## src/rtl/bringup_pkg.sv

```systemverilog
// bringup_pkg: shared state type, error codes and index-width helper for the bring-up sequencer
package bringup_pkg;
    typedef enum logic [1:0] {WAIT, SETTLE, DONE, ERROR} state_t;
    localparam logic [1:0] ERR_NONE = 2'd0;
    localparam logic [1:0] ERR_TIMEOUT = 2'd1;
    localparam logic [1:0] ERR_LOST = 2'd2;
    function automatic int idx_w(input int n);
        return n > 1 ? $clog2(n) : 1;
    endfunction
endpackage

```

## src/rtl/lowest_zero_index.sv

```systemverilog
// lowest_zero_index: priority encoder returning the lowest cleared bit of a vector
module lowest_zero_index
    import bringup_pkg::*;
#(
    parameter int N = 2,
    parameter int W = idx_w(N)
) (
    input  logic [N-1:0] bits,
    output logic         found,
    output logic [W-1:0] idx
);
    always_comb begin
        found = ~&bits;
        idx = '0;
        for (int i = N - 1; i >= 0; i--)
            if (!bits[i]) idx = W'(i);
    end
endmodule

```

## src/rtl/bringup_sequencer.sv

```systemverilog
// bringup_sequencer: N-stage ordered power-on bring-up with per-stage settle window,
// watchdog timeout and loss-of-ready monitoring
module bringup_sequencer
    import bringup_pkg::*;
#(
    parameter int STAGES = 2,
    parameter int TIMEOUT_CYCLES = 1000000,
    parameter int SETTLE_CYCLES = 16,
    localparam int SW = idx_w(STAGES)
) (
    input  logic              sys_clk,
    input  logic              sys_rst_n,
    input  logic [STAGES-1:0] stage_ready,
    input  logic              retry,
    output logic [STAGES-1:0] stage_enable,
    output logic              all_ready,
    output logic              error,
    output logic [1:0]        error_code,
    output logic [SW-1:0]     error_stage,
    output logic [SW-1:0]     current_stage
);
    localparam int TW = $clog2(TIMEOUT_CYCLES + 1);
    localparam int CW = $clog2(SETTLE_CYCLES + 1);
    localparam logic [TW-1:0] T_MAX = TW'(TIMEOUT_CYCLES);
    localparam logic [CW-1:0] S_MAX = CW'(SETTLE_CYCLES);
    localparam logic [SW-1:0] LAST = SW'(STAGES - 1);

    state_t state, state_n;
    logic [SW-1:0] stage, stage_n, estage_n, lost_idx;
    logic [TW-1:0] t_cnt, t_n, t_inc;
    logic [CW-1:0] s_cnt, s_n;
    logic [1:0] code_n;
    logic [STAGES-1:0] watch;
    logic lost, ready_s, t_exp, settled;

    function automatic logic [STAGES-1:0] upto(input int s);
        logic [STAGES-1:0] r;
        for (int i = 0; i < STAGES; i++) r[i] = i <= s;
        return r;
    endfunction

    assign ready_s = stage_ready[stage];
    assign t_inc = (t_cnt == T_MAX) ? t_cnt : t_cnt + TW'(1);
    assign t_exp = t_inc == T_MAX;
    assign settled = s_cnt == S_MAX;
    // earlier stages are watched while waiting; every stage is watched once done
    assign watch = state == DONE ? '1 : state == ERROR ? '0 : upto(int'(stage) - 1);

    lowest_zero_index #(.N(STAGES), .W(SW)) u_lzi (
        .bits (stage_ready | ~watch),
        .found(lost),
        .idx  (lost_idx)
    );

    always_comb begin
        state_n = state;
        stage_n = stage;
        t_n = t_cnt;
        s_n = s_cnt;
        code_n = error_code;
        estage_n = error_stage;
        case (state)
            WAIT, SETTLE: begin
                t_n = t_inc;
                if (lost) begin
                    state_n = ERROR;
                    code_n = ERR_LOST;
                    estage_n = lost_idx;
                end else if (state == SETTLE && ready_s && settled) begin
                    state_n = stage == LAST ? DONE : WAIT;
                    stage_n = stage == LAST ? stage : stage + SW'(1);
                    t_n = '0;
                    s_n = '0;
                end else if (t_exp && !(state == WAIT && ready_s)) begin
                    state_n = ERROR;
                    code_n = ERR_TIMEOUT;
                    estage_n = stage;
                end else begin
                    state_n = ready_s ? SETTLE : WAIT;
                    s_n = !ready_s ? '0 : state == SETTLE ? s_cnt + CW'(1) : CW'(1);
                end
            end
            DONE: begin
                if (lost) begin
                    state_n = ERROR;
                    code_n = ERR_LOST;
                    estage_n = lost_idx;
                end
            end
            ERROR: begin
                if (retry) begin
                    state_n = WAIT;
                    stage_n = '0;
                    t_n = '0;
                    s_n = '0;
                    code_n = ERR_NONE;
                    estage_n = '0;
                end
            end
        endcase
    end

    always_ff @(posedge sys_clk or negedge sys_rst_n) begin
        if (!sys_rst_n) begin
            state <= WAIT;
            stage <= '0;
            t_cnt <= '0;
            s_cnt <= '0;
            stage_enable <= '0;
            all_ready <= 1'b0;
            error <= 1'b0;
            error_code <= ERR_NONE;
            error_stage <= '0;
            current_stage <= '0;
        end else begin
            state <= state_n;
            stage <= stage_n;
            t_cnt <= t_n;
            s_cnt <= s_n;
            stage_enable <= state_n == DONE ? '1 : state_n == ERROR ? '0 : upto(int'(stage_n));
            all_ready <= state_n == DONE;
            error <= state_n == ERROR;
            error_code <= code_n;
            error_stage <= estage_n;
            current_stage <= stage_n;
        end
    end
endmodule
```

## config.mk

```make
export PLATFORM = sky130hd
export DESIGN_NAME = bringup_sequencer
export DESIGN_NICKNAME = d
export VERILOG_FILES = /design/src/rtl/bringup_pkg.sv /design/src/rtl/lowest_zero_index.sv /design/src/rtl/bringup_sequencer.sv
export SDC_FILE = /design/constraint.sdc
export NUM_CORES = 1
export LEC_CHECK = 0
export CAP_MARGIN = 20
export CORE_ASPECT_RATIO = 0.75
export CORE_MARGIN = 1.5
export CORE_UTILIZATION = 50
export DETAILED_ROUTE_END_ITERATION = 8
export GPL_TIMING_DRIVEN = 0
export HOLD_SLACK_MARGIN = 0.12
export PLACE_DENSITY = 0.71
export SYNTH_ARGS = -nofsm -noshare
export SYNTH_HDL_FRONTEND = slang
export SYNTH_SLANG_ARGS = --single-unit
```

## constraint.sdc

```tcl
create_clock -name sys_clk -period 3.7 [get_ports sys_clk]
set_input_delay 0.74 -clock sys_clk [delete_from_list [all_inputs] [get_ports sys_clk]]
set_output_delay 0.74 -clock sys_clk [all_outputs]
set_load 0.005 [all_outputs]
```

# After elaboration in Yosys (flattened, before gate mapping)
# Cells that the tools add are included.
# Widths: inputs -> output; s select.
# op_classes
n_addsub	4
order_cmp	4
eq_ne	14
muxes	45
bitwise_logic	2
reduce_logical	12
# op_table
cell	count
$mux 20	4
$eq 20x20->1 const B	2
$pmux 20 s2	1
$mux 2	15
$mux 5	6
$add 20x1->20 const B	1
$mux 1	14
$pmux 2 s3	2
$pmux 5 s2	1
$ne 3x3->1 const B	3
$eq 2x2->1 const B	4
$reduce_and 4->1	2
$add 5x1->5 const B	1
$eq 5x5->1 const B	1
$logic_and 1x1->1	4
$ne 2x2->1 const B	2
$reduce_and 2->1	2
$pmux 1 s3	1
$eq 2x1->1 const B	1
$le 1x2->1 const A	1
$le 2x2->1 const A	1
$logic_not 2->1	1
$lt 1x2->1 const B	1
$ne 2x1->1 const B	1
9 further kinds	9
# word_totals
register_bits	35
input_bits	5
out_inout_bits	8
word_cells	90

# Logic depth before layout (Yosys ltp)
# depth
depth_word	12
mapped_depth	10
depth_no_buf	10

# By module
# A second synthesis with hierarchy kept.
# unflattened
cells_unflattened	287
area_unflattened_um2	2398.6
# modules_own_cells
mod	n_inst	cells_per_inst	area_each_um2
bringup_sequencer	1	285	2381.0
lowest_zero_index	1	2	17.5

# Worst setup path after synthesis
# No wires, ideal clock.
# synth_timing
path_kind	reg2reg
from	register t_cnt[0]
to	register s_cnt[0]
arrival_ns	2.443
required_ns	3.575
slack_ns	1.133
path_stages_with_launch	9
n_path_buf	0
synth_period_minus_slack_ns	2.567
path_cell_list	dfrtp_1 > ha_1 > nand3_4 > or2_1 > o32ai_2 > a22oi_1 > nor4_4 > a41oi_1 > mux2_2
# synth_via
elab_chain_len	6
# synth_rtl
item	line_no	source
start, declared	bringup_sequencer.sv:30	logic [TW-1:0] t_cnt, t_n, t_inc;
start signal, assigned	bringup_sequencer.sv:118	t_cnt <= t_n;
$add 20x1->20 / $eq 20x20->1 (equally long branches)	bringup_sequencer.sv:43	assign t_inc = (t_cnt == T_MAX) ? t_cnt : t_cnt + TW'(1);
$mux 20 (*)	bringup_sequencer.sv:43	
$eq 20x20->1 (*)	bringup_sequencer.sv:44	assign t_exp = t_inc == T_MAX;
$logic_and 1x1->1 (*)	bringup_sequencer.sv:74	end else if (t_exp && !(state == WAIT && ready_s)) begin
$ne 3x3->1 (no line) (*)	-	
$reduce_and 4->1 (no line) (*)	-	
end signal, assigned	bringup_sequencer.sv:119	s_cnt <= s_n;
end, declared	bringup_sequencer.sv:31	logic [CW-1:0] s_cnt, s_n;
# Every way passes the cells marked *; elsewhere a longest branch is shown, timed or not.
# A chain may end at the register's enable or synchronous reset.

# Worst setup path after layout
# layout_timing
from	input stage_ready[0]
to	register stage_enable[1]
# layout_via
elab_chain_len	12
# layout_rtl
item	line_no	source
start, declared	bringup_sequencer.sv:13	input logic [STAGES-1:0] stage_ready,
$mux 1 (not written as such) (2 in series)	bringup_sequencer.sv:42	assign ready_s = stage_ready[stage];
$logic_and 1x1->1	bringup_sequencer.sv:74	
$logic_not 1->1	bringup_sequencer.sv:74	
$logic_and 1x1->1	bringup_sequencer.sv:74	
$mux 2	bringup_sequencer.sv:74	
$mux 2	bringup_sequencer.sv:69	end else if (state == SETTLE && ready_s && settled) begin
$mux 2	bringup_sequencer.sv:65	if (lost) begin
$pmux 2 s3	bringup_sequencer.sv:62	case (state)
$eq 2x2->1	bringup_sequencer.sv:120	stage_enable <= state_n == DONE ? '1 : state_n == ERROR ? '0 : upto(int'(stage_n));
$mux 2	bringup_sequencer.sv:120	
$mux 2 (*)	bringup_sequencer.sv:120	
end signal, assigned	bringup_sequencer.sv:120	
end, declared	bringup_sequencer.sv:15	output logic [STAGES-1:0] stage_enable,
# Every way passes the cells marked *; elsewhere a longest branch is shown, timed or not. The select of a mux whose other input is x is not followed.

==> impl_results.html <==
<table>
<tr><th>Metric</th><th>Value</th></tr>
<tr><th colspan="2">Clock tree</th></tr>
<tr><td>Worst-path clk slew</td><td>0.07 ns</td></tr>
<tr><td>Sinks on Clock Net</td><td>35</td></tr>
<tr><td>Buffers from clock root to sink, at most</td><td>2</td></tr>
<tr><td>Cell chosen for the clock root</td><td>sky130_fd_sc_hd__clkbuf_8</td></tr>
<tr><td>H-Tree Depth</td><td>2</td></tr>
<tr><td>CTS Buf Count</td><td>5</td></tr>
<tr><td>Worst-skew pair later-pin latency</td><td>0.30 ns</td></tr>
<tr><td>TritonCTS clock tree</td><td>yes</td></tr>
<tr><td>PostCTS Resize Cnt</td><td>0</td></tr>
<tr><td>Post-CTS setup buffers</td><td>0</td></tr>
<tr><td>Quantity of hold-fixing buffers added after cts</td><td>0</td></tr>
<tr><th colspan="2">Global route</th></tr>
<tr><td>First-pass GRT wire length</td><td>10.0 mm</td></tr>
<tr><td>Pin count of the biggest net entering global routing</td><td>36</td></tr>
<tr><td>Number of global-route vias before repair</td><td>1,952</td></tr>
<tr><td>GRT Total Usage</td><td>0.240</td></tr>
<tr><td>Number of antenna violations at the first check in global routing</td><td>0</td></tr>
<tr><td>Gr ovfl total</td><td>0</td></tr>
<tr><th colspan="2">Synth</th></tr>
<tr><td>Top-count cell post-synth</td><td>sky130_fd_sc_hd__dfrtp_1</td></tr>
<tr><td>Area share of the leading cell type in the synthesized netlist</td><td>0.361</td></tr>
<tr><td>Number of standard cells after synthesis</td><td>286</td></tr>
<tr><td>Number of enable flip-flop cells after synthesis</td><td>0</td></tr>
<tr><td>Net count after synthesis</td><td>295</td></tr>
<tr><td>Library cell with the largest summed area after synthesis</td><td>sky130_fd_sc_hd__dfrtp_1</td></tr>
<tr><td>Sequential cell area fraction in the yosys report</td><td>0.361</td></tr>
<tr><td>Post-synthesis cell type count</td><td>61</td></tr>
<tr><td>Mean cell area of the mapped netlist</td><td>around 8.5 µm²</td></tr>
<tr><td>Total of warnings raised by yosys</td><td>0</td></tr>
<tr><td>Fraction of synthesis flops using an asynchronous set or reset pin</td><td>1.00</td></tr>
<tr><td>Largest cells by area after synthesis</td><td>sky130_fd_sc_hd__dfrtp_1 (36%), sky130_fd_sc_hd__o21ai_0 (5.4%), sky130_fd_sc_hd__nand2_1 (5.3%)</td></tr>
<tr><td>Dominant synthesized flop cell</td><td>sky130_fd_sc_hd__dfrtp_1</td></tr>
<tr><td>Post-synthesis sequential element count</td><td>35</td></tr>
<tr><td>Post-synthesis instance area</td><td>0.00242 mm²</td></tr>
<tr><td>List of most frequent post-synthesis cells</td><td>sky130_fd_sc_hd__dfrtp_1 (35), sky130_fd_sc_hd__nand2_1 (34), sky130_fd_sc_hd__nor2_1 (27), sky130_fd_sc_hd__o21ai_0 (26), sky130_fd_sc_hd__nand3_1 (18)</td></tr>
<tr><th colspan="2">Critical path</th></tr>
<tr><td>Slowest-stage cell, CP</td><td>sky130_fd_sc_hd__nor2_1</td></tr>
<tr><td>Reg-to-reg critical path endpoint</td><td>stage_enable[1]</td></tr>
<tr><td>Data arrival time of the critical path</td><td>3.30 ns</td></tr>
<tr><td>Most prevalent standard cell on the critical path</td><td>sky130_fd_sc_hd__nor2_1</td></tr>
<tr><td>Cells on worst reg2reg path</td><td>8</td></tr>
<tr><td>Critical setup path kind</td><td>input pin to register</td></tr>
<tr><td>Reg-to-reg setup timing slack</td><td>0.67 ns</td></tr>
<tr><td>Critical register-to-register path startpoint</td><td>t_cnt[3]</td></tr>
<tr><td>Setup crit start kind</td><td>input pin</td></tr>
<tr><td>Req. time, crit path</td><td>3.88 ns</td></tr>
<tr><td>Biggest cell delay along the critical path</td><td>0.57 ns</td></tr>
<tr><td>Critical Path End Type</td><td>register</td></tr>
<tr><td>Cell breakdown of the critical path</td><td>clkdlybuf4s50_1 -&gt; mux2i_1 -&gt; nor2_1 -&gt; and4_1 -&gt; nor2_1 -&gt; a41oi_1 -&gt; mux2_2</td></tr>
<tr><td>CP max FO</td><td>10</td></tr>
<tr><th colspan="2">Timing</th></tr>
<tr><td>Setup-violating endpoint count in the final report</td><td>0</td></tr>
<tr><td>Final critical delay including setup and external delays</td><td>about 3.1 ns</td></tr>
<tr><td>Hold slack</td><td>0.488 ns</td></tr>
<tr><td>Max-slew violation count</td><td>0</td></tr>
<tr><td>Clk_skew</td><td>~0.0053 ns</td></tr>
<tr><td>Number of hold violations in the final report</td><td>0</td></tr>
<tr><td>Worst slew slack as a fraction of its limit</td><td>0.425</td></tr>
<tr><td>Unrepaired setup endpoints after global routing</td><td>no</td></tr>
<tr><td>Worst setup margin</td><td>0.577 ns</td></tr>
<tr><td>Total negative slack</td><td>0 ns</td></tr>
<tr><td>Period utilization</td><td>0.844</td></tr>
<tr><td>Actual transition at the worst max-transition pin</td><td>between 0.8 and 0.9 ns</td></tr>
<tr><td>Highest attainable clock frequency</td><td>320 MHz</td></tr>
<tr><th colspan="2">Floorplan</th></tr>
<tr><td>Ports placed on the boundary</td><td>13</td></tr>
<tr><td>Die X</td><td>about 83 µm</td></tr>
<tr><td>Cell Rows</td><td>21</td></tr>
<tr><td>Height of the die</td><td>63.3 µm</td></tr>
<tr><td>Starting Density</td><td>0.530</td></tr>
<tr><td>CORE AREA</td><td>0.00457 mm²</td></tr>
<tr><td>Die area</td><td>0.00528 mm²</td></tr>
<tr><th colspan="2">Placed design</th></tr>
<tr><td>Pre-CTS setup slack</td><td>0.312 ns</td></tr>
<tr><td>Routability congestion estimate</td><td>0.884</td></tr>
<tr><td>Final HPWL DP</td><td>~4.2 mm</td></tr>
<tr><td>Count of input and output buffers</td><td>12</td></tr>
<tr><th colspan="2">Layout</th></tr>
<tr><td>Final antenna diode count</td><td>0</td></tr>
<tr><td>Number of nets in the finished design</td><td>314</td></tr>
<tr><td>Combined area of the multi-input logic cells</td><td>approximately 0.0014 mm²</td></tr>
<tr><td>Fillers</td><td>428</td></tr>
<tr><td>Flip-flop and latch area</td><td>876 µm²</td></tr>
<tr><td>Area grow syn2layout</td><td>12.5%</td></tr>
<tr><td>Ratio of cells with drive above 1 in the final layout</td><td>0.127</td></tr>
<tr><td>Fin util</td><td>0.597</td></tr>
<tr><th colspan="2">Route</th></tr>
<tr><td>Post-detailed-route DRC marker count</td><td>0</td></tr>
<tr><td>Total wire length</td><td>about 6 mm</td></tr>
<tr><td>Iteration count of the initial detailed-routing pass</td><td>4</td></tr>
<tr><td>Initial DRC count</td><td>165</td></tr>
<tr><td>Mean number of vias per cell</td><td>6.16</td></tr>
<tr><td>Average wire length per cell after detail routing</td><td>16.3 µm</td></tr>
<tr><td>Via count of the routed design</td><td>2,235</td></tr>
<tr><td>Remaining antenna violation count</td><td>0</td></tr>
<tr><th colspan="2">Worst hold path</th></tr>
<tr><td>Number of stages on the worst hold path</td><td>1</td></tr>
<tr><td>Hold path startpoint</td><td>t_cnt[19]</td></tr>
<tr><td>Worst min-delay path category</td><td>register to register</td></tr>
<tr><td>Min-Delay Endpoint</td><td>t_cnt[19]</td></tr>
<tr><th colspan="2">Power</th></tr>
<tr><td>Peak supply drop</td><td>between 0.2 and 0.25 mV</td></tr>
<tr><td>Total power per unit cell area</td><td>299 mW/mm²</td></tr>
<tr><td>Power consumption</td><td>0.816 mW</td></tr>
<tr><td>Leak Pwr</td><td>1.07 nW</td></tr>
<tr><th colspan="2">Job</th></tr>
<tr><td>Max capacitance violation total</td><td>0</td></tr>
<tr><th colspan="2">Run status</th></tr>
<tr><td>Status</td><td>complete, no violations</td></tr>
</table>
==> stage by stage <==
stage          std cells  area [µm²]
2_1_floorplan        286        2420
3_3_place_gp         355        2620
3_5_place_dp         355        2610
4_1_cts              363        2730
5_1_grt              363        2730
6_report             363        2730
==> layer usage <==
layer / wire [µm] / track usage
met1: 3150 / 0.388
met2: 2300 / 0.322
met3: 421 / 0.0472
met4: 41 / 0.0563
met5: 0 / 0
==> sequential cells by signal (all words and copies together) (netlist names) <==
name          count
t_cnt            20
s_cnt             5
error_code        2
stage_enable      2
state             2
all_ready         1
error             1
error_stage       1
stage             1
==> power breakdown <==
part / internal, mW / switching (mW)
clock network: 0.218 / 0.150
registers: 0.389 / 0.00548
logic: 0.0201 / 0.0330
==> worst max path at each step <==
| stage | from | end | slack [ns] |
|---|---|---|---|
| after floorplan | t_cnt[0] | s_cnt[0] | 1.13 |
| final | stage_ready[0] | stage_enable[1] | 0.58 |
| after global routing | stage_ready[0] | t_cnt[5] | 0.35 |
| after CTS | stage_ready[0] | t_cnt[6] | 0.60 |
| after detailed placement | stage_ready[0] | stage_enable[1] | 0.31 |
| after global placement | stage_ready[0] | stage_enable[1] | 0.29 |
==> worst max-delay path: cells and delay by family <==
family	cells	cell delay (ns)
AOI/OAI and AO/OA	1	0.31
buffers and inverters	1	0.50
muxes	2	0.70
and+or+nand+nor	3	1.04
==> kinds of logic (layout without fill, tap and decap cells) <==
| kind of cell | count (synthesis) | count (layout) | share of synthesized area |
|---|---|---|---|
| compound gates | 74 | 74 | 0.205 |
| flops | 35 | 35 | 0.361 |
| xor+xnor | 10 | 10 | 0.0361 |
| fa+ha+maj | 4 | 4 | 0.0207 |
| simple gates | 130 | 130 | 0.303 |
| mux | 6 | 6 | 0.0263 |
| buf+inv | 27 | 47 | 0.0480 |
==> area by class of cell <==
| class | instances | area share |
|---|---|---|
| Multi-Input combinational cell | 224 | 0.525 |
| Sequential cell | 35 | 0.321 |
| Timing Repair Buffer | 12 | 0.0422 |
| Clock buffer | 6 | 0.0303 |
| Buffer | 15 | 0.0261 |
| Tap cell | 57 | 0.0261 |
| Inverter | 12 | 0.0165 |
| Clock inverter | 2 | 0.0128 |
==> layout by cell type (no fill, tap or decap), drive strengths merged, types with 5 or more instances in the layout <==
master	n
nand2	34
nor4	6
a21oi	12
o31ai	5
clkdlybuf4s50	11
xor2	5
nand4	9
and3	5
xnor2	5
nand3	19
clkbuf	15
dfrtp	35
o21ai	26
buf	7
inv	12
nor2	27
Power figures use the tool's default switching activity.
